`src/rtl/tx_slot_scheduler_pkg.sv`:
```
// Shared types, requester indices and random-draw constants for the transmit slot scheduler.
// The LFSR seed/taps live here so other random-draw blocks stay in step with this one.
package tx_slot_scheduler_pkg;

    typedef enum logic [2:0] {
        IDLE,
        WAIT_SLOT,
        BACKOFF,
        SENSE,
        TX
    } schedState_t;

    localparam int REQ_SOS  = 3;
    localparam int REQ_FWD  = 2;
    localparam int REQ_OWN  = 1;
    localparam int REQ_CTRL = 0;

    localparam logic [15:0] LFSR_SEED = 16'hACE1;
    localparam logic [15:0] LFSR_TAPS = 16'hB400;

    // One step of the right-shifting Galois LFSR.
    function automatic logic [15:0] lfsrStep(input logic [15:0] cur);
        return cur[0] ? ((cur >> 1) ^ LFSR_TAPS) : (cur >> 1);
    endfunction

    function automatic logic [3:0] pickWinner(input logic [3:0] r);
        logic [3:0] w;
        w = '0;
        if (r[REQ_SOS])       w[REQ_SOS]  = 1'b1;
        else if (r[REQ_FWD])  w[REQ_FWD]  = 1'b1;
        else if (r[REQ_OWN])  w[REQ_OWN]  = 1'b1;
        else if (r[REQ_CTRL]) w[REQ_CTRL] = 1'b1;
        return w;
    endfunction

endpackage

```
`src/rtl/tx_slot_scheduler_tdma_frame_timer.sv`:
```
// TDMA frame timer: cycle-within-slot and slot-within-frame counters, restarted by frameSync.
module tdma_frame_timer #(
    parameter int WORD_WIDTH  = 16,
    parameter int SLOT_CYCLES = 8
) (
    input  logic                             clk,
    input  logic                             nrst,
    input  logic                             frameSync,
    input  logic [WORD_WIDTH-1:0]            frameLen,
    output logic [$clog2(SLOT_CYCLES)-1:0]   slotCyc,
    output logic [WORD_WIDTH-1:0]            slotIdx
);

    localparam int CYC_W = $clog2(SLOT_CYCLES);
    localparam logic [CYC_W-1:0] LAST_CYC = CYC_W'(SLOT_CYCLES - 1);

    logic lastSlot;

    // A zero frame length pins the slot index at 0.
    assign lastSlot = (frameLen == '0) || (slotIdx >= frameLen - WORD_WIDTH'(1));

    always_ff @(posedge clk or negedge nrst) begin
        if (!nrst) begin
            slotCyc <= '0;
            slotIdx <= '0;
        end else if (frameSync) begin
            slotCyc <= '0;
            slotIdx <= '0;
        end else if (slotCyc == LAST_CYC) begin
            slotCyc <= '0;
            slotIdx <= lastSlot ? '0 : slotIdx + WORD_WIDTH'(1);
        end else begin
            slotCyc <= slotCyc + CYC_W'(1);
        end
    end

endmodule

```
`src/rtl/tx_slot_scheduler.sv`:
```
// Transmit slot scheduler: shares the radio between SOS/FWD/OWN/CTRL using backoff+sense or TDMA slots.
// Optional build macro SOS_PREEMPT_EN lets a rising SOS request abort a lower request that is still waiting.
module tx_slot_scheduler
    import tx_slot_scheduler_pkg::*;
#(
    parameter int WORD_WIDTH   = 16,
    parameter int SLOT_CYCLES  = 8,
    parameter int BACKOFF_BITS = 3,
    parameter int MAX_RETRY    = 3,
    parameter int TX_TIMEOUT   = 32
) (
    input  logic                  clk,
    input  logic                  nrst,
    input  logic                  phase,
    input  logic [WORD_WIDTH-1:0] myNodeID,
    input  logic [WORD_WIDTH-1:0] myTimeslot,
    input  logic [WORD_WIDTH-1:0] frame_len,
    input  logic                  frame_sync,
    input  logic                  channel_clear,
    input  logic [3:0]            req,
    input  logic                  tx_done,
    output logic [3:0]            grant,
    output logic [3:0]            ack,
    output logic                  tx_fail,
    output logic                  okToSend,
    output logic [WORD_WIDTH-1:0] cur_slot
);

    localparam int CYC_W   = $clog2(SLOT_CYCLES);
    localparam int BO_W    = BACKOFF_BITS + 1;
    localparam int RETRY_W = $clog2(MAX_RETRY + 1);
    localparam int TX_W    = $clog2(TX_TIMEOUT + 1);

    schedState_t          state, nextState;
    logic [3:0]           grantNext, ackNext;
    logic                 failNext;
    logic [BO_W-1:0]      backoffCnt, backoffNext, backoffDraw;
    logic [RETRY_W-1:0]   retryCnt, retryNext;
    logic [TX_W-1:0]      txCnt, txCntNext;
    logic [15:0]          lfsr, nodeMix;
    logic                 unusedMixBits;
    logic [CYC_W-1:0]     slotCyc;
    logic [WORD_WIDTH-1:0] slotIdx;
    logic                 slotHit;
    logic [3:0]           reqEligible, winner;

    tdma_frame_timer #(
        .WORD_WIDTH (WORD_WIDTH),
        .SLOT_CYCLES(SLOT_CYCLES)
    ) frameTimer (
        .clk      (clk),
        .nrst     (nrst),
        .frameSync(frame_sync),
        .frameLen (frame_len),
        .slotCyc  (slotCyc),
        .slotIdx  (slotIdx)
    );

    assign cur_slot = slotIdx;
    assign okToSend = (state == TX);

    // A slot outside the frame never matches, so the request just waits.
    assign slotHit = (slotIdx == myTimeslot) && (slotCyc == '0) && (myTimeslot < frame_len);

    assign nodeMix       = lfsr ^ 16'(myNodeID);
    assign unusedMixBits = ^nodeMix[15:BACKOFF_BITS];
    assign backoffDraw   = BO_W'(nodeMix[BACKOFF_BITS-1:0]) + BO_W'(1);

    // The requester being acked this cycle sits out arbitration until the next cycle.
    assign reqEligible = req & ~ack;
    assign winner      = pickWinner(reqEligible);

`ifdef SOS_PREEMPT_EN
    logic sosReqQ;

    always_ff @(posedge clk or negedge nrst) begin
        if (!nrst) sosReqQ <= 1'b0;
        else       sosReqQ <= req[REQ_SOS];
    end
`endif

    always_comb begin
        nextState   = state;
        grantNext   = grant;
        backoffNext = backoffCnt;
        retryNext   = retryCnt;
        txCntNext   = txCnt;
        ackNext     = '0;
        failNext    = 1'b0;

        case (state)
            IDLE: begin
                if (reqEligible != '0) begin
                    grantNext = winner;
                    retryNext = '0;
                    if (phase && !winner[REQ_SOS]) begin
                        nextState = WAIT_SLOT;
                    end else begin
                        backoffNext = backoffDraw;
                        nextState   = BACKOFF;
                    end
                end
            end
            WAIT_SLOT: begin
                if (!phase) begin
                    grantNext = '0;
                    nextState = IDLE;
                end else if (slotHit) begin
                    nextState = SENSE;
                end
            end
            BACKOFF: begin
                backoffNext = backoffCnt - BO_W'(1);
                if (backoffCnt <= BO_W'(1)) nextState = SENSE;
            end
            SENSE: begin
                if (channel_clear) begin
                    txCntNext = '0;
                    nextState = TX;
                end else if (retryCnt == RETRY_W'(MAX_RETRY - 1)) begin
                    ackNext   = grant;
                    failNext  = 1'b1;
                    grantNext = '0;
                    retryNext = '0;
                    nextState = IDLE;
                end else begin
                    retryNext = retryCnt + RETRY_W'(1);
                    if (!phase || grant[REQ_SOS]) begin
                        backoffNext = backoffDraw;
                        nextState   = BACKOFF;
                    end else begin
                        nextState = WAIT_SLOT;
                    end
                end
            end
            TX: begin
                if (tx_done) begin
                    ackNext   = grant;
                    grantNext = '0;
                    nextState = IDLE;
                end else if (txCnt == TX_W'(TX_TIMEOUT - 1)) begin
                    ackNext   = grant;
                    failNext  = 1'b1;
                    grantNext = '0;
                    nextState = IDLE;
                end else begin
                    txCntNext = txCnt + TX_W'(1);
                end
            end
            default: begin
                grantNext = '0;
                nextState = IDLE;
            end
        endcase

`ifdef SOS_PREEMPT_EN
        // Aborted lower request gets no ack; its level req keeps it pending for the next IDLE.
        if ((state == WAIT_SLOT || state == BACKOFF) && !grant[REQ_SOS] &&
            req[REQ_SOS] && !sosReqQ) begin
            grantNext          = '0;
            grantNext[REQ_SOS] = 1'b1;
            backoffNext        = backoffDraw;
            retryNext          = '0;
            nextState          = BACKOFF;
        end
`endif
    end

    always_ff @(posedge clk or negedge nrst) begin
        if (!nrst) begin
            state      <= IDLE;
            grant      <= '0;
            ack        <= '0;
            tx_fail    <= 1'b0;
            backoffCnt <= '0;
            retryCnt   <= '0;
            txCnt      <= '0;
            lfsr       <= LFSR_SEED;
        end else begin
            state      <= nextState;
            grant      <= grantNext;
            ack        <= ackNext;
            tx_fail    <= failNext;
            backoffCnt <= backoffNext;
            retryCnt   <= retryNext;
            txCnt      <= txCntNext;
            lfsr       <= lfsrStep(lfsr);
        end
    end

endmodule

```
`config.mk`:
```
export PLATFORM = sky130hd
export DESIGN_NAME = tx_slot_scheduler
export DESIGN_NICKNAME = d
export VERILOG_FILES = /design/src/rtl/tx_slot_scheduler_pkg.sv /design/src/rtl/tx_slot_scheduler_tdma_frame_timer.sv /design/src/rtl/tx_slot_scheduler.sv
export SDC_FILE = /design/constraint.sdc
export NUM_CORES = 1
export LEC_CHECK = 0
export ABC_AREA = 1
export CAP_MARGIN = 20
export CORE_MARGIN = 2
export CORE_UTILIZATION = 53
export DETAILED_ROUTE_END_ITERATION = 12
export GPL_TIMING_DRIVEN = 0
export PLACE_DENSITY = 0.92
export RECOVER_POWER = 100
export SYNTH_ARGS = -nofsm -noshare
export SYNTH_HDL_FRONTEND = slang
export SYNTH_SLANG_ARGS = --single-unit
```
`constraint.sdc`:
```
create_clock -name clk -period 2.33 [get_ports clk]
set_input_delay 0.466 -clock clk [delete_from_list [all_inputs] [get_ports clk]]
set_output_delay 0.466 -clock clk [all_outputs]
set_load 0.005 [all_outputs]
```
### Word-level counts from Yosys, hierarchy flattened

Cells that the tools add are included.

* $add $sub $neg: 7
* order comparisons: 3
* equal/unequal tests: 21
* multiplexer cells: 55
* bitwise logic cells: 5
* reductions and logical operators: 20

Operators with widths (number)
* $mux 16: 4
* $mux 4: 15
* $mux 3: 10
* $ne 2x2->1 const B: 11
* $pmux 4 s5: 1
* $mux 6: 3
* $add 16x1->16 const B: 1
* $eq 16x16->1: 1
* $ge 16x16->1: 1
* $logic_not 16->1: 1
* $lt 16x16->1: 1
* $sub 16x1->16 const B: 1
* $pmux 3 s5: 1
* $mux 2: 7
* $pmux 4 s3: 1
* $pmux 6 s2: 1
* $reduce_and 6->1: 2
* $mux 1: 9
* $pmux 4 s2: 1
* $reduce_and 4->1: 2
* $add 6x1->6 const B: 1
* $eq 3x2->1 const B: 2
* $eq 3x3->1 const B: 2
* $eq 6x5->1 const B: 1
* other kinds (24): 31

* bits in registers: 59
* input bits: 58
* output and inout port bits: 26
* logic and storage cells: 121

### Longest topological paths before layout

* word-level depth: 8
* depth in mapped cells: 16
* gate-level depth less buffers: 15

### Modules after synthesis

A second synthesis with hierarchy kept.

* cells, all modules: 647
* area total of the unflattened synthesis: 4565.6 sq um

By module, submodules not included
* tx_slot_scheduler: times used 1, cells each 355, area an instance 2597.5 sq um, sequential area each 1011.0 sq um
* tdma_frame_timer: times used 1, cells each 292, area an instance 1968.1 sq um, sequential area each 475.5 sq um

### Worst setup path before layout

Ideal clock, no wire load.

* kind: in2reg
* start point: in frame_len[0]
* end point: reg frameTimer.slotIdx[8]
* library setup time: 128 ps
* data arrival time: 2601 ps
* required time: 2202 ps
* slack: -400 ps
* stages: 16
* path buffers: 1
* cell sequence: inv_1 ha_1 nand4_1 nor3_2 nand3_1 nor2_1 nand2_1 xor2_1 inv_1 ha_1 nand2_1 nor3_1 nand3_1 nand4_1 buf_2 o21ai_0

* longest elaborated chain between the ends: 6
* elaborated cells on any way between the ends: 7
* those cells by class: add/sub (1); order compare (1); mux (3); reduce/logical (2)

RTL lines
* start, declared: line tx_slot_scheduler.sv:17 `input logic [WORD_WIDTH-1:0] frame_len,`
* $sub 16x1->16: line tx_slot_scheduler_tdma_frame_timer.sv:20 `assign lastSlot = (frameLen == '0) || (slotIdx >= frameLen - WORD_WIDTH'(1));`
* $ge 16x16->1: line tx_slot_scheduler_tdma_frame_timer.sv:20
* $logic_or 1x1->1 *: line tx_slot_scheduler_tdma_frame_timer.sv:20
* $mux 16 *: line tx_slot_scheduler_tdma_frame_timer.sv:31 `slotIdx <= lastSlot ? '0 : slotIdx + WORD_WIDTH'(1);`
* $mux 16 *: line tx_slot_scheduler_tdma_frame_timer.sv:29 `end else if (slotCyc == LAST_CYC) begin`
* $mux 16 *: line tx_slot_scheduler_tdma_frame_timer.sv:26 `end else if (frameSync) begin`
* end signal, assigned: line tx_slot_scheduler_tdma_frame_timer.sv:31
* end, declared: line tx_slot_scheduler_tdma_frame_timer.sv:11 `output logic [WORD_WIDTH-1:0] slotIdx`

Mark *: on every way between the ends. The rest lies on a longest branch, timed or not. The select of a mux whose other input is x is not followed.
A chain may end at the register's enable or synchronous reset.

### Worst setup path in the final report

* start point: in frame_len[3]
* end point: reg frameTimer.slotIdx[13]

The elaborated chain is that of the path after synthesis.

==> out/results.txt <==
Layout area overhead = 32.3%
IO Pins = 84
Pre-CTS WS = -1520 ps
Initial Utilization = 53.6%
Sequential Power Share = 36.7%
Drt pass-1 iters = 5
CTS root buffer = clkbuf_8
P_int = 2.19 mW
Initial antenna violation count = 0
Final instance area = 5740 um^2
Synthesis warning total = 0
Synth Register Bits = 59
RSZ-0062 raised after global routing = yes
Nets = 788
GRT Overall Usage = 27.8%
Worst Skew = 10.1 ps
Clk sink count = 59
Avg WL per Cell = 14.9 um
Crit. End Element = register
Final period utilization = 115%
WS Path Type = in -> reg
DIE WIDTH = 94.5 um
DP Cell Count = 765
DRT antenna net count = 0
CTS clk-pin slew, worst paths = 70 ps
CTS tree = done
Failing checks = capacitance limit, setup timing
Logic pwr share = 32.3%
Hpwl dp = 8440 um
Utilization after layout = 70.9%
Die Area = 8930 um^2
Met3 Use GR = 7.34%
Final Hold Vio Count = 0
# diodes = 0
Clock tree buffer depth = 2
Largest net degree at the start of global routing = 31
Mapped Avg Cell Area = 7.37 um^2
CP required = 2600 ps
First-pass GRT wire length = 19500 um
CP Launch Type = input port
Setup Viol. Count Final = 16
Placed Area = 5240 um^2
Max VDD drop = 434 uV
DR vias = 4388
Top cells by area, synth = dfrtp_1 29%, ha_1 12%, nand2_1 11%, inv_1 8.3%, dfstp_2 4.8%
Worst-Skew Late Latency = 350 ps
Leakage power = 2.93 nW
Post-synth cell types = 44
Slew of the pin with the lowest slew margin = 1500 ps
Switching Fraction = 35.3%
Final RePlAce weighted congestion = 0.962
Share of cells above drive strength 1 = 18.0%
Seq/Total Area, Yosys = 34.2%
Total power = 3.39 mW
Die extent in y = 94.5 um
Post-Layout Cell Count = 800
TritonCTS Buffers = 9
Vias in the first global route = 4277
Slew HR = 0.134%
Final worst slack = -341 ps
Remaining DRCs = 0
Min-Delay Path Class = reg -> reg
Max Fclk = 0.374 GHz
Final Max Tran Viols = 0
Post-synth top flop = dfrtp_1
IO buf count = 70
Netlist Area Pre-Place = 4340 um^2
Busiest grt layer = met2
Post-synth ARST share = 100%
Worst hold margin = 350 ps
Met2 Resource Use GR = 47.4%
Post-route minimum period = 2670 ps
Met1 usage in global routing = 33.4%
Status = complete, but fails checks
Total Wirelength = 11900 um
H-tree Lvls = 3
Crit path max fanout = 5
FILL cells = 603
Global route overflow = 0
Yosys top cell by area = dfrtp_1
Via density = 5.49
Sum Neg Setup Slack = -5220 ps
EDFF count, synth = 0
Max cap viols = 1
Net count after synthesis = 687
PD cells = 591 nW/um^2
Post-Synthesis Cells = 589
Sw Pwr = 1.20 mW
Core Rows = 33
Clock Power Share = 31.0%
CP Data Arrival Time = 2940 ps
Drt first-iter violations = 289
Core box area = 8090 um^2
Top cell type's share of synthesized area = 29.4%
placed cells by master (no fill, tap or decap), types with 4 or more instances in the layout:
| cell type | Yosys | routed |
|---|---|---|
| nor2_1 | 56 | 51 |
| o21ai_1 | 11 | 5 |
| a21oi_1 | 22 | 20 |
| clkdlybuf4s50_1 | 0 | 32 |
| nand3_1 | 41 | 39 |
| ha_1 | 40 | 36 |
| inv_2 | 10 | 15 |
| nand2_1 | 130 | 128 |
| o21ai_0 | 30 | 20 |
| clkbuf_1 | 4 | 5 |
| xor2_1 | 14 | 13 |
| o21ai_2 | 1 | 16 |
| clkbuf_8 | 0 | 9 |
| nor3_1 | 12 | 12 |
| buf_4 | 0 | 17 |
| nor2_4 | 4 | 4 |
| inv_1 | 96 | 89 |
| dfrtp_1 | 51 | 50 |
| dlygate4sd2_1 | 0 | 6 |
| nor2_2 | 3 | 8 |
| nand3_2 | 5 | 7 |
| dfstp_2 | 8 | 7 |
| nand2_4 | 3 | 4 |
| nand4_1 | 9 | 10 |
| xnor2_1 | 7 | 7 |
| dlygate4sd3_1 | 0 | 25 |
| ha_4 | 0 | 4 |
path summary, 6_finish.rpt:
kind | depth (start not counted) | endpoint | start | slack [ps]
worst max-delay path | 16 | frameTimer.slotIdx[13] | frame_len[3] | -340
worst min-delay path | 0 | lfsr[3] | lfsr[4] | 350
worst max register to register | 8 | txCnt[4] | state[0] | 220
worst min register to register | 0 | lfsr[3] | lfsr[4] | 350
max in group asynchronous | 2 | lfsr[8] | nrst | 400
min in group asynchronous | 1 | frameTimer.slotIdx[14] | nrst | 470
critical path, cell delays in order:
cell	delay [ps]
clkdlybuf4s15_2	210
inv_2	70
nand4_1	230
nor3_4	280
nand3_2	130
nor2_2	90
nand2_1	60
xor2_1	160
inv_1	90
ha_4	230
nand2_4	90
nor2_2	50
a21oi_2	170
nand4_1	270
buf_6	240
o21ai_2	120
logic make-up after synthesis:
| group | share of synthesized area (%) |
|---|---|
| AOI/OAI and AO/OA | 10.9 |
| xor gates and xnor gates | 4.24 |
| adders and majority gates | 11.5 |
| buffers and inverters | 9.89 |
| DFF | 34.2 |
| and+or+nand+nor | 29.2 |
power by group through the flow:
| stage | Combinational, mW | Clock (mW) | Sequential [mW] |
|---|---|---|---|
| floorplan | 0.763 | 0 | 1.25 |
| detailed placement | 1.11 | 0 | 1.26 |
| finish | 1.09 | 1.05 | 1.25 |
| CTS | 1.14 | 1.06 | 1.25 |
| global placement | 1.04 | 0 | 1.25 |
| global route | 1.25 | 1.12 | 1.26 |
state kept, by name, indices dropped and copies added, names as in the netlist:
signal / count
frameTimer.slotIdx: 16
lfsr: 16
txCnt: 6
ack: 4
backoffCnt: 4
grant: 4
frameTimer.slotCyc: 3
state: 3
retryCnt: 2
tx_fail: 1
Yosys cell counts, types with 4 or more instances:
cell and n:
a21oi_1 22, nor2_1 56, dfstp_2 8, nor3_1 12
nor2_4 4, nand4_1 9, inv_1 96, dfrtp_1 51
xnor2_1 7, ha_1 40, o21ai_1 11, xor2_1 14
o21ai_0 30, inv_2 10, clkbuf_1 4, nand3_2 5
nand2_1 130, nand3_1 41
what timing repair did:
action	CTS	global route
resized for setup	76	18
pin swaps	31	8
cloned	1	0
endpoints found under the setup margin	16	17
setup buffers	16	2
hold buffers	0	0
per-layer routing:
layer | vias up | wire [um] | share of wire (%)
met5 | - | 0 | 0
met4 | 0 | 461 | 3.9
met3 | 55 | 825 | 6.9
met2 | 197 | 5880 | 49
met1 | 2036 | 4740 | 40
li1 | 2100 | - | -
layout make-up:
cell class | count | area (um^2) | share of cell area, %
well taps | 105 | 131 | 2.29
clock inverters | 7 | 100 | 1.74
multi-input cells | 417 | 2580 | 45.0
inverters | 107 | 428 | 7.45
plain buffers | 6 | 31.3 | 0.545
clock buffers | 9 | 124 | 2.16
repair buffers | 90 | 855 | 14.9
flip-flops and latches | 59 | 1490 | 25.9
(Power assumes the default switching activity.)
